<file path="config.mk">
export PLATFORM = sky130hd
export DESIGN_NAME = instr_byte_gather
export DESIGN_NICKNAME = d
export VERILOG_FILES = /design/src/rtl/instr_byte_gather.sv
export SDC_FILE = /design/constraint.sdc
export NUM_CORES = 1
export LEC_CHECK = 0
export CELL_PAD_IN_SITES_DETAIL_PLACEMENT = 1
export CELL_PAD_IN_SITES_GLOBAL_PLACEMENT = 1
export CORE_MARGIN = 2
export CORE_UTILIZATION = 41
export CTS_BUF_LIST = sky130_fd_sc_hd__clkbuf_8
export DETAILED_ROUTE_END_ITERATION = 7
export GPL_ROUTABILITY_DRIVEN = 0
export PLACE_DENSITY = 0.89
export SLEW_MARGIN = 40
export SYNTH_ARGS = -nofsm -noshare
export SYNTH_HDL_FRONTEND = slang
export SYNTH_SLANG_ARGS = --single-unit
</file>
<file path="constraint.sdc">
create_clock -name clk_i -period 4.5 [get_ports clk_i]
set_clock_uncertainty 0.2 [all_clocks]
set_input_delay 0.9 -clock clk_i [delete_from_list [all_inputs] [get_ports clk_i]]
set_output_delay 0.9 -clock clk_i [all_outputs]
set_load 0.005 [all_outputs]
</file>
<file path="src/rtl/instr_byte_gather.sv">
`default_nettype none
// ============================================================================
//  Module      : instr_byte_gather
//  Description : Fetch-path front end. Issues 1-3 sequential single-byte
//                reads on a fixed-latency byte-wide memory port and assembles
//                them into a 24-bit instruction window for the fetch stage.
//  Revision    : 1.0 - initial release
// ============================================================================
module instr_byte_gather #(
    parameter int ADDR_W = 16
) (
    input  logic              clk_i,
    input  logic              rstn_i,
    // fetch request
    input  logic              req_valid_i,
    output logic              req_ready_o,
    input  logic [ADDR_W-1:0] req_addr_i,
    input  logic [1:0]        req_len_i,
    input  logic              flush_i,
    // assembled window
    output logic              resp_valid_o,
    input  logic              resp_ready_i,
    output logic [23:0]       resp_data_o,
    output logic [ADDR_W-1:0] resp_addr_o,
    // byte-wide memory port
    output logic              mem_req_o,
    output logic [ADDR_W-1:0] mem_addr_o,
    input  logic              mem_gnt_i,
    input  logic [7:0]        mem_rdata_i
);

    typedef enum logic [1:0] {
        S_IDLE = 2'd0,
        S_REQ  = 2'd1,
        S_WAIT = 2'd2,
        S_DONE = 2'd3
    } state_t;

    state_t             r_state;
    logic [ADDR_W-1:0]  r_addr;
    logic [ADDR_W-1:0]  r_mem_addr;
    logic [1:0]         r_len;
    logic [1:0]         r_idx;
    logic [23:0]        r_data;
    logic               r_req_ready;
    logic               r_mem_req;
    logic               r_resp_valid;

    logic [1:0]         w_len_eff;
    logic [1:0]         w_idx_next;
    logic               w_more;
    logic [ADDR_W-1:0]  w_next_addr;

    // A length of zero is treated as a single-byte fetch.
    assign w_len_eff   = (req_len_i == 2'd0) ? 2'd1 : req_len_i;
    assign w_idx_next  = r_idx + 2'd1;
    assign w_more      = (w_idx_next < r_len);
    // Address of the next byte; wraps naturally modulo 2^ADDR_W.
    assign w_next_addr = r_addr + ADDR_W'(w_idx_next);

    assign req_ready_o  = r_req_ready;
    assign mem_req_o    = r_mem_req;
    assign mem_addr_o   = r_mem_addr;
    assign resp_valid_o = r_resp_valid;
    assign resp_data_o  = r_data;
    assign resp_addr_o  = r_addr;

    // Request sequencer: state, byte index, data lanes and registered outputs.
    always_ff @(posedge clk_i or negedge rstn_i) begin
        if (!rstn_i) begin
            r_state      <= S_IDLE;
            r_addr       <= '0;
            r_mem_addr   <= '0;
            r_len        <= 2'd1;
            r_idx        <= 2'd0;
            r_data       <= 24'd0;
            r_req_ready  <= 1'b0;
            r_mem_req    <= 1'b0;
            r_resp_valid <= 1'b0;
        end else if (flush_i) begin
            // Abort wins over everything; a byte granted this cycle returns
            // next cycle but is ignored because we are back in IDLE.
            r_state      <= S_IDLE;
            r_req_ready  <= 1'b1;
            r_mem_req    <= 1'b0;
            r_resp_valid <= 1'b0;
        end else begin
            case (r_state)
                S_IDLE: begin
                    if (req_valid_i) begin
                        r_state     <= S_REQ;
                        r_addr      <= req_addr_i;
                        r_mem_addr  <= req_addr_i;
                        r_len       <= w_len_eff;
                        r_idx       <= 2'd0;
                        r_data      <= 24'd0;
                        r_req_ready <= 1'b0;
                        r_mem_req   <= 1'b1;
                    end else begin
                        r_req_ready <= 1'b1;
                    end
                end
                S_REQ: begin
                    if (mem_gnt_i) begin
                        r_state   <= S_WAIT;
                        r_mem_req <= 1'b0;
                    end
                end
                S_WAIT: begin
                    case (r_idx)
                        2'd0:    r_data[7:0]   <= mem_rdata_i;
                        2'd1:    r_data[15:8]  <= mem_rdata_i;
                        default: r_data[23:16] <= mem_rdata_i;
                    endcase
                    r_idx <= w_idx_next;
                    if (w_more) begin
                        r_state    <= S_REQ;
                        r_mem_req  <= 1'b1;
                        r_mem_addr <= w_next_addr;
                    end else begin
                        r_state      <= S_DONE;
                        r_resp_valid <= 1'b1;
                    end
                end
                S_DONE: begin
                    if (resp_ready_i) begin
                        r_state      <= S_IDLE;
                        r_resp_valid <= 1'b0;
                        r_req_ready  <= 1'b1;
                    end
                end
                default: begin
                    r_state      <= S_IDLE;
                    r_req_ready  <= 1'b1;
                    r_mem_req    <= 1'b0;
                    r_resp_valid <= 1'b0;
                end
            endcase
        end
    end

endmodule
`default_nettype wire

</file>
======== Yosys cells after proc, flatten, opt, wreduce, memory -nomap -nowiden ========
Index checks and enable logic that the tools add are counted.
word-level totals
  register bits ........................... 65
  input port bits ......................... 32
  output and inout port bits .............. 59
  logic and storage cells ................. 77
operators by class
  add/sub/neg operators ................... 2
  $lt $le $gt $ge ......................... 1
  equality and inequality tests ........... 14
  muxes and demuxes ....................... 30
  bitwise logic cells ..................... 1
  reduce and logical (&&, ||, !) cells .... 18
operator list
  cell                   count
  $pmux W24 S2           1
  $mux W16               2
  $pmux W16 S2           1
  $mux W24               1
  $mux W8                3
  $reduce_and A4 Y1      5
  $add A16 B2 Y16        1
  $ne A3 B3 Y1 const B   5
  $mux W2                7
  $reduce_and A3 Y1      4
  $mux W1                10
  $pmux W2 S4            1
  $logic_not A2 Y1       3
  $ne A2 B2 Y1 const B   3
  $reduce_bool A3 Y1     2
  $eq A2 B1 Y1 const B   2
  $eq A2 B2 Y1 const B   2
  $ne A2 B1 Y1 const B   2
  $pmux W1 S2            2
  $pmux W2 S2            1
  $reduce_bool A4 Y1     1
  $pmux W1 S3            1
  $add A2 B1 Y2 const B  1
  $lt A2 B2 Y1           1
  other kinds (4)        4

======== Longest topological paths before layout ========
Gate-level depths: netlist of the first run.
  word-level depth ........................ 5
  mapped depth ............................ 8
  mapped depth without buffers ............ 8

======== Worst setup path before layout of the first run ========
OpenSTA, ideal clock, no wires.
  path kind ............................... input to register
  from .................................... input port flush_i
  to ...................................... register r_addr[0] (netlist: resp_addr_o[0])
  setup time .............................. 0.125 ns
  arrival time ............................ 1.967 ns
  data required time ...................... 4.175 ns
  slack ................................... 2.209 ns
  cell stages on the path ................. 5
  path buffers ............................ 3
  cells stage by stage .................... buf_6 > nor4b_2 > buf_4 > buf_4 > mux2_2
on the way
  longest elaborated chain between the ends .. 2
RTL lines
  element                             line  source
  from (decl)                         19    input logic flush_i,
  $not A1 Y1 (no source line)         n/a
  $reduce_and A3 Y1 (no source line)  n/a
  to (signal assigned)                92    r_addr <= req_addr_i;
  to (decl)                           40    logic [ADDR_W-1:0] r_addr;
No other way between the ends.
A chain may end at the register's enable or synchronous reset.

======== Final worst setup path of the first run ========
  from .................................... input port flush_i
  to ...................................... register r_mem_addr[3] (netlist: mem_addr_o[3])
on the way
  longest elaborated chain between the ends .. 2
RTL lines
  element                             line  source
  $not A1 Y1 (no source line)         n/a
  $reduce_and A4 Y1 (no source line)  n/a
  to (signal assigned)                93    r_mem_addr <= req_addr_i;
  to (signal assigned)                119   r_mem_addr <= w_next_addr;
  to (decl)                           41    logic [ADDR_W-1:0] r_mem_addr;
No other way between the ends.

==> results of run 1 <==
-- cell usage in the layout, fill, tap and decap left out, types with 3 or more instances in the layout --
cell,n
and2_1,8
buf_4,4
xnor2_1,6
nor2_1,11
nand2_1,19
nor2b_1,3
xor2_1,7
o21ai_0,6
a22oi_2,4
nand3_1,7
clkdlybuf4s50_1,89
ha_1,5
inv_1,7
o21ai_1,11
a21oi_1,7
nor3_1,3
a211oi_1,4
mux2i_1,5
a22oi_1,3
dfrtp_1,64
clkbuf_8,9
mux2_2,42
-- report_power, final --
group	switching, mW	total [mW]	leakage (nW)	internal [mW]
clock network	0.238	0.549	0.109	0.312
registers	0.148	0.878	0.829	0.731
logic	0.304	0.748	0.918	0.444
total	0.689	2.17	1.86	1.49
-- state kept, by name (all words and copies together), names as in the netlist --
signal,count
resp_valid_o,1
resp_data_o,24
mem_addr_o,16
mem_req_o,1
resp_addr_o,16
r_state,2
r_len,2
req_ready_o,1
r_idx,2
-- metal layers --
metal / share of wire, % / vias up / GRT usage, %
li1: - / 1117 / -
met1: 43 / 1222 / 27.4
met2: 53 / 55 / 38.2
met3: 2.7 / 8 / 4.44
met4: 1.3 / 0 / 6.97
met5: 0 / - / 0
-- layout make-up --
class | instances | area (µm²) | area share [%]
well taps | 102 | 128 | 2.92
inverters | 8 | 30.0 | 0.686
repair buffers | 94 | 926 | 21.2
multi-input cells | 178 | 1440 | 33.0
flip-flops and latches | 65 | 1630 | 37.2
clock buffers | 9 | 124 | 2.83
clock inverters | 7 | 95.1 | 2.17
-- logic make-up (layout without fill, tap and decap cells) --
| logic type | Yosys count | after routing | share of synthesized area, % |
|---|---|---|---|
| flops | 65 | 65 | 51.3 |
| simple gates | 65 | 65 | 12.0 |
| compound gates | 47 | 47 | 10.6 |
| mux | 47 | 47 | 16.5 |
| buf+inv | 19 | 118 | 3.43 |
| xor+xnor | 13 | 13 | 3.59 |
| fa+ha+maj | 6 | 6 | 2.60 |
-- worst max-delay path, cell delays in order --
cell,delay [ns]
clkdlybuf4s50_1,0.84
nor3b_2,0.18
a31oi_4,0.51
buf_4,0.29
a211oi_1,0.06
a21o_1,0.15
-- per-stage QoR --
stage,total power [mW],hold WS [ns]
detailed placement,1.64,0.275
global placement,1.59,0.268
global route,2.31,0.326
CTS,2.20,0.293
floorplan,1.21,0.266
finish,2.17,0.289
-- final timing paths --
| path | cells past startpoint | endpoint |
|---|---|---|
| max | 6 | mem_addr_o[3] |
| min | 2 | mem_addr_o[4] |
| min in group asynchronous | 1 | mem_addr_o[10] |
| max in group asynchronous | 2 | r_len[0] |
| min reg2reg | 2 | mem_addr_o[4] |
| max reg2reg | 8 | mem_addr_o[3] |
==> summary.txt, run 1 <==
status -> complete, no violations
GRT Total Usage -> 21.9%
IO Pins -> 91
# placed instances -> 447
mean area per synthesized cell -> 12.1 µm²
routed len/inst -> 18.3 µm
Worst-path clk slew -> 0.08 ns
Initial DRC Count -> 77
max-slew violations -> 0
vias in the first global route -> 2,726
pre-CTS setup slack -> 1.22 ns
sequential cell area fraction in the yosys report -> 51.3%
Hold Crit Class -> reg -> reg
H-Tree Depth -> 3
CP endpoint kind -> flop
RSZ-0062 raised after global routing -> no
Via density -> 5.19
drt first pass iters -> 4
Final Cycle Share -> 64.5%
CTS buffer count -> 9
synth cell count leaders -> dfrtp_1, mux2_2, nand2_1
minimum clock period -> 2.90 ns
Hold Buf Count CTS -> 0
FILL cells -> 814
worst skew pair latency -> 0.34 ns
initial antenna violation count -> 0
worst setup slack after layout -> 1.60 ns
synthesized netlist cell count -> 262
synth warn -> 0
fin util -> 57.5%
DP Area -> 0.00416 mm²
static leakage -> 1.86 nW
Peak Freq -> 344 MHz
CP Data Arrival Time -> 2.94 ns
Sink Count -> 65
via count -> 2,402
drt drc -> 0
layout cells sized above 1 -> 22.4%
IO Port Bufs -> 90
Setup CP Type -> in -> reg
first-pass GRT wire length -> 14,400 µm
Clock Tree Buf Depth -> 2
Layout Cells excl Fill -> 463
ys async rst share -> 100%
Max Cap Viol -> 0
top post-synthesis cells by area -> dfrtp_1, mux2_2, nand2_1
post-synthesis cell area -> 0.00317 mm²
Yosys cell types -> 48
setup TNS -> 0 ns
Final #Nets -> 394
setup slack, reg-to-reg -> 1.82 ns
Setup crit start -> flush_i
Synth top area share -> 50.5%
Final ANT Viol Nets -> 0
Initial Util -> 41.7%
area of the die -> 0.00846 mm²
hpwl dp -> 6100 µm
post-route cell area -> 0.00437 mm²
syn nets -> 300
post-synthesis to final-layout area growth -> 37.9%
Worst IR Drop VDD -> 219 µV
hold path startpoint -> mem_addr_o[4]
Yosys reg bits -> 65
critical-path maximum fanout -> 15
post-cts resize count -> 0
Root Buffer -> clkbuf_8
gr ovfl total -> 0
Core Rows -> 32
number of setup violations in the final report -> 0
largest net degree at the start of global routing -> 37
most common cell in the netlist -> dfrtp_1
ANT cells -> 0
Die X -> 92.0 µm
Data required, critical path -> 4.54 ns
Floorplan Core Area -> 0.00761 mm²
Worst setup SP type -> primary input
PwrDens -> 497 mW/mm²
number of synthesized flops with an enable pin -> 0
R2R Path Start -> r_idx[0]
leading area contributor after synthesis -> dfrtp_1
Slew @ Worst Pin -> 0.697 ns
Die Ht -> 92.0 µm
Setup Buffers After CTS -> 0
Worst slew margin -> 53.5%
ys flop type -> dfrtp_1
CTS tree -> built
Routed WL -> 8450 µm
final hold violation count -> 0
Power figures use the tool's default switching activity.
==> run 2: changes to the inputs <==
- CORE_UTILIZATION: 41 -> 35
- PLACE_DENSITY: 0.89 -> 0.81
- clock period: 4.5 -> 2.4 ns (I/O delays scaled with it)
==> summary.txt, run 2 (synthesis results as in run 1) <==
Worst-path clk slew -> 0.08 ns (about the same)
DP Area -> 0.00432 mm² (was 0.00416 mm²)
RSZ-0062 raised after global routing -> no (unchanged)
Via density -> 5.06 (was 5.19)
drt first pass iters -> 4 (unchanged)
Clock Tree Buf Depth -> 2 (unchanged)
Sink Count -> 65 (unchanged)
hpwl dp -> 6430 µm (was 6100 µm)
CTS buffer count -> 9 (unchanged)
area of the die -> 0.00984 mm² (was 0.00846 mm²)
max-slew violations -> 0 (unchanged)
Worst IR Drop VDD -> 304 µV (was 219 µV)
Slew @ Worst Pin -> 0.387 ns (was 0.697 ns)
Routed WL -> 8650 µm (was 8450 µm)
first-pass GRT wire length -> 13,900 µm (was 14,400 µm)
Slowest-stage cell, CP -> dfrtp_1 (was clkdlybuf4s50_1)
PwrDens -> 873 mW/mm² (was 497 mW/mm²)
Final Cycle Share -> 95.0%
leading cell types in the layout, fill and taps excluded -> clkdlybuf4s50_1, dfrtp_1, mux2_2 (unchanged)
static leakage -> 1.94 nW (was 1.86 nW)
fin util -> 51.7% (was 57.5%)
Worst slew margin -> 74.1% (was 53.5%)
initial antenna violation count -> 0 (unchanged)
Final #Nets -> 410 (was 394)
cell family contributing the most delay on the critical path -> compound AO/OA/AOI/OAI gates (was buffers and inverters)
Initial Util -> 36.2% (was 41.7%)
Worst setup SP type -> flop (was primary input)
Die X -> 99.2 µm (was 92.0 µm)
Setup CP Type -> reg -> reg (was in -> reg)
H-Tree Depth -> 3 (unchanged)
Die Ht -> 99.2 µm (was 92.0 µm)
largest net degree at the start of global routing -> 46 (was 37)
vias in the first global route -> 2,639 (was 2,726)
ANT cells -> 0 (unchanged)
drt drc -> 0 (unchanged)
gr ovfl total -> 0 (unchanged)
Peak Freq -> 439 MHz
critical-path maximum fanout -> 8 (was 15)
Cell Chain, Critical Path -> inv_2 -> ha_4 -> ha_1 -> a21bo_2 -> a31oi_4 -> buf_4 -> a211oi_1 -> a21o_1 (was clkdlybuf4s50_1 -> nor3b_2 -> a31oi_4 -> buf_4 -> a211oi_1 -> a21o_1)
Bufs and invs on worst path -> 2 (unchanged)
CP endpoint kind -> flop (unchanged)
most common cell after layout, fill and taps aside -> clkdlybuf4s50_1 (unchanged)
# placed instances -> 466 (was 447)
IO Port Bufs -> 90 (unchanged)
setup TNS -> 0 ns (unchanged)
CTS tree -> built (unchanged)
Data required, critical path -> 2.42 ns (was 4.54 ns)
Initial DRC Count -> 58 (was 77)
Floorplan Core Area -> 0.00876 mm² (was 0.00761 mm²)
IO Pins -> 91 (unchanged)
Hold Crit Class -> in -> async (was reg -> reg)
minimum clock period -> 2.28 ns
CP Data Arrival Time -> 2.30 ns (was 2.94 ns)
Final ANT Viol Nets -> 0 (unchanged)
crit-path max cell delay -> 0.40 ns (was 0.84 ns)
final hold violation count -> 0 (unchanged)
routed len/inst -> 17.9 µm (was 18.3 µm)
Core Rows -> 34 (was 32)
status -> complete, no violations (unchanged)
worst skew pair latency -> 0.34 ns (about the same)
layout cells sized above 1 -> 26.1% (was 22.4%)
post-synthesis to final-layout area growth -> 42.9% (was 37.9%)
post-route cell area -> 0.00453 mm² (was 0.00437 mm²)
Layout Cells excl Fill -> 484 (was 463)
max reg flops -> 24 (unchanged)
GRT Total Usage -> 18.1% (was 21.9%)
Max Cap Viol -> 0 (unchanged)
Root Buffer -> clkbuf_8 (unchanged)
via count -> 2,450 (was 2,402)
number of setup violations in the final report -> 0 (unchanged)
## run 2: cell types whose count changed in the layout (fill, tap and decap cells not counted), sizes merged
| cell | delta |
|---|---|
| bufinv | -2 |
| inv | +2 |
| clkinv | -2 |
| buf | +15 |
| dlygate4sd3 | +1 |
| clkbuf | +1 |
## run 2: repair_timing
action / in CTS / in global routing
setup endpoints to repair: 8 / 13
resized for setup: 2 / 4
setup buffers: 1 / 1
pin swaps: 2 / 3
hold buffers: 1 / 0
endpoints found under the hold margin: 64 / 0
## run 2: path summary, 6_finish.rpt
path	startpoint	endpoint	slack (ns)	cells after the start
max	r_idx[0]	mem_addr_o[3]	0.12	8
min in group clk_i	mem_addr_o[6]	mem_addr_o[6]	0.28	2
max in group asynchronous	rstn_i	r_len[0]	1.22	3
min reg2reg	mem_addr_o[6]	mem_addr_o[6]	0.28	2
min	rstn_i	mem_addr_o[12]	0.27	2
max reg2reg	r_idx[0]	mem_addr_o[3]	0.12	8
## run 2: layout make-up
class,count,area (µm²)
fillers,941,4230
flip-flops and latches,65,1630
multi-input cells,178,1470
repair buffers,110,1110
clock buffers,10,138
well taps,108,135
inverters,8,30.0
clock inverters,5,25.0
## run 2: worst register-to-register path: stages (launching register included)
cell and delay [ns]:
dfrtp_1 0.40, inv_2 0.09, ha_4 0.22, ha_1 0.27
a21bo_2 0.25, a31oi_4 0.32, buf_4 0.20, a211oi_1 0.05
a21o_1 0.16
## run 2: per-layer routing
layer / track usage (%) / wire length, µm
met5: 0 / 0
met4: 6.74 / 106
met3: 2.88 / 234
met2: 29.3 / 4350
met1: 24.7 / 3960
## run 2: where the power goes
part / leakage, nW / internal [mW] / switching, mW / total, mW
clock: 0.0905 / 0.387 / 0.421 / 0.808
sequential: 0.829 / 1.37 / 0.266 / 1.64
combinational: 1.02 / 0.903 / 0.609 / 1.51
## run 2: per-stage QoR
| stage | hold slack (ns) | setup slack [ns] | power, mW |
|---|---|---|---|
| 2_1_floorplan | -0.0156 | 0.194 | 2.27 |
| 6_report | 0.272 | 0.120 | 3.96 |
| 3_5_place_dp | 0.0904 | -0.0480 | 3.15 |
| 4_1_cts | 0.262 | 0.00464 | 3.99 |
| 5_1_grt | 0.248 | 0.00188 | 4.20 |
| 3_3_place_gp | 0.0884 | 0.0260 | 3.07 |
